File: src/rtl/spi_ram_ctrl_if.sv
// +----------------------------------------------------------------------------+
// | Module  : spi_ram_ctrl_if                                                  |
// | Brief   : Frame/read-data bundle between an SPI slave and spi_ram_ctrl.     |
// | Rev     : 1.0  initial release                                             |
// +----------------------------------------------------------------------------+
`default_nettype none

interface spi_ram_ctrl_if;
  logic [9:0] din;
  logic       rx_valid;
  logic [7:0] dout;
  logic       tx_valid;
  logic       busy;

  // master: the SPI slave that produces frames and shifts read data out
  modport master (output din, rx_valid, input dout, tx_valid, busy);
  modport slave  (input din, rx_valid, output dout, tx_valid, busy);
endinterface

`default_nettype wire

File: src/rtl/spi_ram_ctrl.sv
// +----------------------------------------------------------------------------+
// | Module  : spi_ram_ctrl                                                     |
// | Brief   : Command-driven single-port RAM behind an SPI slave; 10-bit frames |
// |           carry set-wr-addr / write / set-rd-addr / read commands.         |
// |           Optional macro RAM_AUTOINC_EN: post-increment addresses on       |
// |           write and read.                                                  |
// | Rev     : 1.0  initial release                                             |
// +----------------------------------------------------------------------------+
`default_nettype none

module spi_ram_ctrl #(
  parameter int ADDR_SIZE = 8,
  parameter int MEM_DEPTH = 256,
  parameter int TX_HOLD   = 8
) (
  input  wire             clk,
  input  wire             rst_n,
  spi_ram_ctrl_if.slave   bus
);

  localparam int CNT_W = (TX_HOLD > 1) ? $clog2(TX_HOLD) : 1;
  localparam logic [CNT_W-1:0] c_cnt_load = CNT_W'(TX_HOLD - 1);

  typedef enum logic [0:0] {
    ST_TX_IDLE = 1'b0,
    ST_TX_HOLD = 1'b1
  } tx_state_t;

  tx_state_t            r_state;
  tx_state_t            w_state_nxt;
  logic [CNT_W-1:0]     r_cnt;
  logic [CNT_W-1:0]     w_cnt_nxt;
  logic [ADDR_SIZE-1:0] r_wr_addr;
  logic [ADDR_SIZE-1:0] r_rd_addr;
  logic [7:0]           r_dout;
  logic [7:0]           r_mem [MEM_DEPTH];

  logic w_cmd_set_wa;
  logic w_cmd_write;
  logic w_cmd_set_ra;
  logic w_cmd_read;

  assign w_cmd_set_wa = bus.rx_valid && (bus.din[9:8] == 2'b00);
  assign w_cmd_write  = bus.rx_valid && (bus.din[9:8] == 2'b01);
  assign w_cmd_set_ra = bus.rx_valid && (bus.din[9:8] == 2'b10);
  assign w_cmd_read   = bus.rx_valid && (bus.din[9:8] == 2'b11);

  always_ff @(posedge clk or negedge rst_n) begin
    if (!rst_n) begin
      r_state <= ST_TX_IDLE;
      r_cnt   <= '0;
    end else begin
      r_state <= w_state_nxt;
      r_cnt   <= w_cnt_nxt;
    end
  end

  // A read always (re)starts the hold window, even mid-hold
  always_comb begin
    w_state_nxt = r_state;
    w_cnt_nxt   = r_cnt;
    if (w_cmd_read) begin
      w_state_nxt = ST_TX_HOLD;
      w_cnt_nxt   = c_cnt_load;
    end else begin
      case (r_state)
        ST_TX_HOLD: begin
          if (r_cnt == '0) w_state_nxt = ST_TX_IDLE;
          else             w_cnt_nxt   = r_cnt - 1'b1;
        end
        default: ;
      endcase
    end
  end

  always_ff @(posedge clk or negedge rst_n) begin
    if (!rst_n) begin
      r_wr_addr <= '0;
      r_rd_addr <= '0;
      r_dout    <= '0;
    end else begin
      if (w_cmd_set_wa) r_wr_addr <= bus.din[ADDR_SIZE-1:0];
      if (w_cmd_set_ra) r_rd_addr <= bus.din[ADDR_SIZE-1:0];
      if (w_cmd_read)   r_dout    <= r_mem[r_rd_addr];
`ifdef RAM_AUTOINC_EN
      if (w_cmd_write)  r_wr_addr <= r_wr_addr + 1'b1;
      if (w_cmd_read)   r_rd_addr <= r_rd_addr + 1'b1;
`endif
    end
  end

  // Storage is deliberately unreset so it maps onto a plain RAM macro
  always_ff @(posedge clk) begin
    if (w_cmd_write) r_mem[r_wr_addr] <= bus.din[7:0];
  end

  assign bus.dout     = r_dout;
  assign bus.tx_valid = (r_state == ST_TX_HOLD);
  assign bus.busy     = (r_state == ST_TX_HOLD);

endmodule

`default_nettype wire

File: src/flat_wrapper.sv
// flat-port wrapper written by rule: the top's interface ports become plain ports
module spi_ram_ctrl_flat 
#(
  parameter int ADDR_SIZE = 8,
  parameter int MEM_DEPTH = 256,
  parameter int TX_HOLD   = 8
)
  (clk, rst_n, bus_din, bus_rx_valid, bus_dout, bus_tx_valid, bus_busy);
  spi_ram_ctrl_if bus_i ();
  input  wire clk;
  input  wire rst_n;
  input wire logic [$bits(bus_i.din)-1:0] bus_din;
  input wire logic [$bits(bus_i.rx_valid)-1:0] bus_rx_valid;
  output wire logic [$bits(bus_i.dout)-1:0] bus_dout;
  output wire logic [$bits(bus_i.tx_valid)-1:0] bus_tx_valid;
  output wire logic [$bits(bus_i.busy)-1:0] bus_busy;
  assign bus_i.din = bus_din;
  assign bus_i.rx_valid = bus_rx_valid;
  assign bus_dout = bus_i.dout;
  assign bus_tx_valid = bus_i.tx_valid;
  assign bus_busy = bus_i.busy;
  spi_ram_ctrl #(.ADDR_SIZE(ADDR_SIZE), .MEM_DEPTH(MEM_DEPTH), .TX_HOLD(TX_HOLD)) u_core (.clk(clk), .rst_n(rst_n), .bus(bus_i));
endmodule
File: config.mk
export PLATFORM = sky130hd
export DESIGN_NAME = spi_ram_ctrl_flat
export DESIGN_NICKNAME = d
export VERILOG_FILES = /design/src/rtl/spi_ram_ctrl_if.sv /design/src/rtl/spi_ram_ctrl.sv /design/src/flat_wrapper.sv
export SDC_FILE = /design/constraint.sdc
export NUM_CORES = 2
export LEC_CHECK = 0
export CAP_MARGIN = 20
export CORE_ASPECT_RATIO = 0.6
export CORE_MARGIN = 8
export CORE_UTILIZATION = 43
export CTS_BUF_LIST = sky130_fd_sc_hd__clkbuf_16
export CTS_CLUSTER_DIAMETER = 30
export DETAILED_ROUTE_END_ITERATION = 16
export GPL_TIMING_DRIVEN = 0
export PLACE_DENSITY_LB_ADDON = 0.08
export REMOVE_ABC_BUFFERS = 1
export SYNTH_ARGS = -nofsm -noshare
export SYNTH_HDL_FRONTEND = slang
export SYNTH_SLANG_ARGS = --single-unit
File: constraint.sdc
create_clock -name clk -period 3.3 [get_ports clk]
set_clock_uncertainty 0.15 [all_clocks]
set_input_delay 0.99 -clock clk [delete_from_list [all_inputs] [get_ports clk]]
set_output_delay 0.99 -clock clk [all_outputs]
set_load 0.01 [all_outputs]
==> results.txt <==
----------------------------------------------------
[Worst setup path]
  Path depth of the worst reg2reg path ... 10
  Biggest cell delay along the critical path ... 0.62 ns
  Critical path endpoint category ... flop
  CP Data Required Time ... 3.90 ns
  Worst-path cell with the longest stage delay ... or4_4
  Worst reg2reg startpoint ... u_core.r_rd_addr[0]$_DFFE_PN0P_
  FF-to-FF setup slack ... -0.07 ns
  Start-to-end type of the worst setup path ... flop to flop
  Dominant cell type by count on the critical path ... buf_12
  Maximum fanout along the worst path ... 32
  Kind of launch point of the worst setup path ... flop
  Worst path cell trace ... buf_12 -> buf_12 -> buf_16 -> mux4_2 -> nand2_1 -> a21boi_1 -> a2111oi_0 -> or4_4 -> nor4_1 -> a211o_1
  Arrival time worst endpoint ... approximately 4.0 ns
  Critical R2R Capture ... u_core.bus.dout[5]$_DFFE_PN0P_

[CTS]
  Clock tree sinks ... 2,076
  Clock tree root buffer cell ... clkbuf_16
  Level count of the clock H-tree ... 5
  Later-pin clock latency in the skew report ... 0.85 ns
  CTS tree ... done
  Maximum buffer depth of the clock tree ... 4
  Total CTS buffers ... 323
  Worst-path clk slew ... ~0.050 ns
  Hold buffer count at CTS ... 0

[Placement]
  Placed cell areas ... approximately 85,000 um2
  Routability-driven placement congestion ratio ... 0.767
  Cells after DPL ... 6,480
  Buffers added on ports ... 22
  DPL Wire Length ... between 100,000 and 150,000 um

[Floorplan]
  Width of the die ... 578 um
  Die area ... between 200,000 and 250,000 um2
  Number of top-level pins ... 23
  Initial cell density of the core ... roughly 43%
  Number of rows created at floorplan ... around 120
  Core box area ... 188,000 um2
  Vertical die dimension ... 353 um

[Synth]
  Synth Area in Compound Gates ... 4.02%
  Gate count of the mapped netlist ... 4,144
  Number of synthesized flops with an enable pin ... 2,048
  Main combinational cell family by area after synthesis ... multiplexers
  Cell type with the highest aggregate area in the netlist ... edfxtp_1
  Mean area per synthesized cell ... slightly below 20 um2
  Number of register bits inferred by synthesis ... 2,076
  Post-synthesis mux area share ... 14.4%
  Dominant cells by area after synthesis ... edfxtp_1 (76%), mux4_2 (8.2%), mux2i_1 (5.0%), nor2_1 (1.3%), o22ai_1 (1.1%)
  Cell area after synthesis ... a little over 80,000 um2
  Adder-cell area share of the yosys netlist ... 0.0307%
  Seq/Total Area, Yosys ... 76.4%
  Main synth FF type ... edfxtp_1
  Xor-xnor portion of the synthesized cell area ... less than 1%
  Netlist cell types ... 58
  Simple logic cell fraction of the synthesized area ... 3.03%
  Fraction of synthesized cell area taken by the top area cell type ... 75.5%
  Number of warnings reported in the yosys synthesis log ... 0
  Proportion of synthesized flip-flops having asynchronous set or reset ... 1.35%

[Route]
  Total wire length after detailed routing ... 241,000 um
  DRC violation count after routing ... 0
  Vias/cell ... 5.99
  Routed wire per std cell ... 33.3 um
  Via total after detailed routing ... 43,200
  Antenna Nets Post-Route ... 0
  Drt pass-1 iters ... 6
  Number of design-rule violations left by the first detailed-router iteration ... a little over 5,000

[Timing]
  Minimum clock period ... between 3 and 4 ns
  Post-route worst setup slack ... -0.0660 ns
  Setup repair after global routing missed its margin ... true
  Total count of max-transition violations in the final report ... 0
  Share of the clock period used by the worst path ... 102%
  Slew at the pin closest to its max-slew limit ... 1.45 ns
  Count of endpoints failing setup in the final report ... 14
  Fmax ... 297 MHz
  Worst relative slew slack ... 3.32%
  Final count of hold timing violations ... 0

[Layout]
  Area overhead of the layout relative to synthesis ... 23.7%
  Layout cells sized above 1 ... 32.5%
  Final non-filler cell area ... 101,000 um2
  Number of non-filler instances in the completed layout ... between 7,000 and 8,000
  Commonest non-fill, non-tap cells in the layout ... edfxtp_1 (2,048), mux2i_1 (403), clkbuf_16 (337)
  Final core occ ... 53.7%
  Net count reported at finish ... between 4,000 and 5,000
  Most common cell after layout, fill and taps aside ... edfxtp_1

[Status]
  Violations in the final reports ... setup timing
  Result of the run ... finished with violations

[Power]
  Peak supply drop ... 0.000475 V
  Power Density ... 739 nW/um2
  Portion of total power attributed to the clock network ... between 40% and 50%
  Power share of the combinational group ... 14.6%
  Switching share of power ... 26.2%
  Static leakage power ... 32.7 nW
  Portion of total power attributed to sequential cells ... 39.5%
  Switching power of the nets ... around 20 mW
  Total Power Consumption ... between 70 and 80 mW
  Internal cell power ... approximately 55 mW

[GRT]
  Global routing met3 resource utilization ... 4.50%
  GR Util met2 ... 31.4%
  Vias in the first global route ... 42,100
  Global route total overflow ... 0
  Initial antenna violation count ... 9
  Layer carrying the most global-route usage ... met1
  Pin count of the biggest net entering global routing ... 137
  First-pass GRT wire length ... 334,000 um
  Gr usage total ... 22.8%
  Met1 global-route usage ... approximately 37%

[Hold path]
  Class of the worst hold path ... primary input to asynchronous set/reset pin

[Flow run]
  Max capacitance violation total ... 0

----------------------------------------------------
-- layer usage --
metal	share of wire (%)	wire length, um
met1	48	115000
met2	42	100000
met3	8.5	20400
met5	0	0
met4	1.9	4680
-- worst max-delay path by stage --
stage	start	end	depth (start not counted)
floorplan	u_core.r_rd_addr[0]$_DFFE_PN0P_	u_core.bus.dout[3]$_DFFE_PN0P_	7
global placement	u_core.r_rd_addr[0]$_DFFE_PN0P_	u_core.bus.dout[4]$_DFFE_PN0P_	7
detailed placement	u_core.r_rd_addr[0]$_DFFE_PN0P_	u_core.bus.dout[6]$_DFFE_PN0P_	12
CTS	bus_rx_valid	u_core.r_mem[234][5]$_DFFE_PP_	5
global route	u_core.r_rd_addr[0]$_DFFE_PN0P_	u_core.bus.dout[3]$_DFFE_PN0P_	12
finish	u_core.r_rd_addr[0]$_DFFE_PN0P_	u_core.bus.dout[5]$_DFFE_PN0P_	10
-- worst max-delay path: cells and delay by family, from the launching register on --
family / cells / cell delay [ns]
and+or+nand+nor: 3 / 0.90
AOI/OAI and AO/OA: 3 / 0.79
muxes: 1 / 0.38
DFF: 1 / 0.52
buffers and inverters: 3 / 0.47
-- registers in the layout, indices dropped and copies added, names as in the netlist --
| register | count |
|---|---|
| u_core.bus.busy | 1 |
| u_core.r_cnt | 3 |
| u_core.r_mem | 2048 |
| u_core.r_wr_addr | 8 |
| u_core.bus.dout | 8 |
| u_core.r_rd_addr | 8 |
-- cell type report --
| cell class | count | area [um2] |
|---|---|---|
| clock inverter | 252 | 2660 |
| sequential | 2076 | 62200 |
| inverter | 6 | 35.0 |
| fill | 14500 | 87000 |
| clock buffer | 329 | 8230 |
| antenna | 2 | 5.00 |
| tap | 2500 | 3130 |
| timing repair buffer | 241 | 4520 |
| multi-input combinational | 1812 | 20000 |
-- metrics by stage --
stage | worst slack, ns | hold WS, ns | TNS, ns
floorplan | -24.66 | 0.329 | -218.15
global placement | -38.97 | 0.346 | -
detailed placement | -2.26 | 0.360 | -2837.60
CTS | -0.236 | 0.105 | -108.44
global route | -0.141 | 0.141 | -2.10
finish | -0.0660 | 0.132 | -0.297
-- cells in the mapped netlist (46+ instances only) --
cell type	count
a21oi_1	63
buf_2	52
buf_6	51
clkbuf_1	100
edfxtp_1	2048
mux2i_1	407
mux4_2	296
nand2_1	134
nand3_1	46
nor2_1	288
o221ai_1	56
o22ai_1	142
-- cells by family (layout without fill, tap and decap cells) --
| group | count (synthesis) | count (layout) |
|---|---|---|
| adders and majority gates | 2 | 2 |
| muxes | 755 | 755 |
| and+or+nand+nor | 571 | 579 |
| other | 0 | 2 |
| DFF | 2076 | 2076 |
| xor gates and xnor gates | 1 | 1 |
| AOI/OAI and AO/OA | 475 | 475 |
| buffers and inverters | 264 | 828 |
-- power by group through the flow --
stage / sequential, mW / combinational, mW / clock [mW]
after detailed placement: 30.1 / 8.20 / 0
after CTS: 29.4 / 10.2 / 34.6
after global placement: 31.1 / 6.96 / 0
after global routing: 29.4 / 11.2 / 35.7
final: 29.4 / 10.8 / 34.2
after floorplan: 30.3 / 4.80 / 0
-- timing repair --
item,in CTS,in global routing
setup endpoints to repair,1659,1809
gates resized for setup,358,270
setup buffers,66,35
cloned,42,8
endpoints found under the hold margin,0,0
pin swaps,25,43
Note: power is estimated with default switching activity, not from simulation.
==> RTL edit: new RTL, same settings <==
Build with the macro `RAM_AUTOINC_EN` defined.
--- a/src/rtl/spi_ram_ctrl.sv
+++ b/src/rtl/spi_ram_ctrl.sv
@@ -7,6 +7,8 @@
 // | Rev     : 1.0  initial release                                             |
 // +----------------------------------------------------------------------------+
 `default_nettype none
+
+`define RAM_AUTOINC_EN
 
 module spi_ram_ctrl #(
   parameter int ADDR_SIZE = 8,
Function: changed (a bounded check fails within 4 cycles, from zero or initial values and one cycle with rst_n low).
==> RTL edit against the unedited design <==
- combinational power rose by 25%
- synthesized area rose by 0.17%
- sequential cell count unchanged
- critical path type unchanged
- critical path depth increased by 1
- highest routed layer is now met5
- design area is 0.17% lower
- wire length is 2.1% higher
- via count shrank 2.3%
- total power rose by 3.9%
- the flow still finishes with violations (negative setup slack)
- sequential power about the same
- worst setup slack worse by 0.63 ns
==> RTL edit: results <==
metrics = {
    "worst_setup_path": {
        "worstPathArrival_ns": 4.56,
        "rr_endpoint": "u_core.bus.dout[0]$_DFFE_PN0P_",
        "r2r_cells": 11,
    },
    "global_routing": {
        "grt_pass1_wl_um": 339000,
        "grt_usage": 0.236,
        "gr-usage-met2": 0.321,
        "grt_max_degree": 145,
        "use_met3": 0.0686,
    },
    "outcome": {
        "violations": "negative setup slack",
        "status": "finished with violations",
    },
    "synth": {
        "synth.distinct_cells": 67,
        "synthTopCellsByArea": "edfxtp_1, mux4_2, mux2i_1",
        "synth.top_cells.by_count": "edfxtp_1, mux4_2, nor2_1, mux2i_1, nand2_1",
        "synth.avg_cell_area_um2": 21.1,
    },
    "placed_design": {
        "pre_cts_slack_ns": -2.24,
        "place_hpwl_um": 141000,
        "gp_congestion": 0.803,
    },
    "routing": {
        "wl_per_cell_um": 35.4,
        "via_per_inst": 6.08,
        "drt_iter0_markers": 5574,
    },
    "cts": {
        "cts_buffers": 331,
        "insertion_delay_ns": 0.87,
    },
    "timing": {
        "setup_viol": 16,
        "postLayoutSetupSlackWorst_ns": -0.699,
        "setup_tns_ns": -3.42,
        "holdWs_ns": 0.0654,
    },
    "finish": {
        "drive_gt1_frac": 0.359,
        "fin_nets": 4195,
    },
}
## RTL edit: changes by cell type in the layout (fill, tap and decap cells not counted), sizes merged, moves of 20 or more
| cell | unedited run | this run |
|---|---|---|
| o22ai | 142 | 38 |
| mux2 | 27 | 7 |
| o221ai | 56 | 12 |
| mux4 | 321 | 497 |
| a21boi | 22 | 0 |
| buf | 190 | 169 |
| mux2i | 407 | 153 |
| clkinv | 91 | 122 |
| a221oi | 3 | 24 |
| a211o | 29 | 0 |
## RTL edit: report_power, final
group	internal, W	switching, W	total, W
clock	0.0214	0.0130	0.0344
sequential	0.0291	0.000311	0.0294
combinational	0.00558	0.00795	0.0135
## RTL edit: critical path, stage by stage, from the launching register on
cell and delay [ns]:
dfrtp_4 0.50, buf_16 0.15, buf_16 0.14, buf_16 0.14
buf_4 0.14, buf_12 0.12, mux4_2 0.44, mux2i_1 0.21
o21ai_0 0.30, o21ai_0 0.91, a32oi_1 0.37, a32o_1 0.30
## RTL edit: through the flow
stage                     utilization  total power, W
final                           0.535          0.0774
after global routing            0.535          0.0793
after CTS                       0.531          0.0774
after detailed placement        0.454          0.0411
after global placement          0.443          0.0385
after floorplan                     -          0.0358
## RTL edit: worst max-delay path by stage
stage | startpoint | endpoint | slack (ns)
2_1_floorplan | u_core.r_rd_addr[0]$_DFFE_PN0P_ | u_core.bus.dout[5]$_DFFE_PN0P_ | -19.73
3_3_place_gp | u_core.r_rd_addr[1]$_DFFE_PN0P_ | u_core.bus.dout[3]$_DFFE_PN0P_ | -41.58
3_5_place_dp | bus_rx_valid | u_core.r_mem[85][4]$_DFFE_PP_ | -2.24
4_1_cts | u_core.r_rd_addr[0]$_DFFE_PN0P_ | u_core.bus.dout[0]$_DFFE_PN0P_ | -0.61
5_1_grt | u_core.r_rd_addr[0]$_DFFE_PN0P_ | u_core.bus.dout[0]$_DFFE_PN0P_ | -0.55
6_report | u_core.r_rd_addr[0]$_DFFE_PN0P_ | u_core.bus.dout[0]$_DFFE_PN0P_ | -0.70
## RTL edit: logic make-up (layout without fill, tap and decap cells)
kind of cell	Yosys count	after routing	share of synthesized area
compound gates	328	328	0.0277
xor+xnor	1	1	0.000107
fa+ha+maj	7	7	0.00107
buf+inv	248	818	0.0205
flops	2076	2076	0.762
mux	657	657	0.159
other cells	0	2	0
simple gates	554	555	0.0287
## RTL edit: cell type report
class                           instances  area [um2]
Clock buffer                          334        8360
Tap cell                             2500        3130
Multi-Input combinational cell       1548       20100
Timing Repair Buffer                  207        4030
Inverter                               11        65.1
Antenna cell                            2        5.00
Sequential cell                      2076       62200
Fill cell                           14300       87300
Clock inverter                        266        2710
## RTL edit: timing repair
action / 4_1_cts / 5_1_grt
resized for setup: 511 / 111
buffers inserted: 49 / 22
pin swaps: 28 / 30
endpoints found under the setup margin: 2040 / 1102
gates cloned: 34 / 3
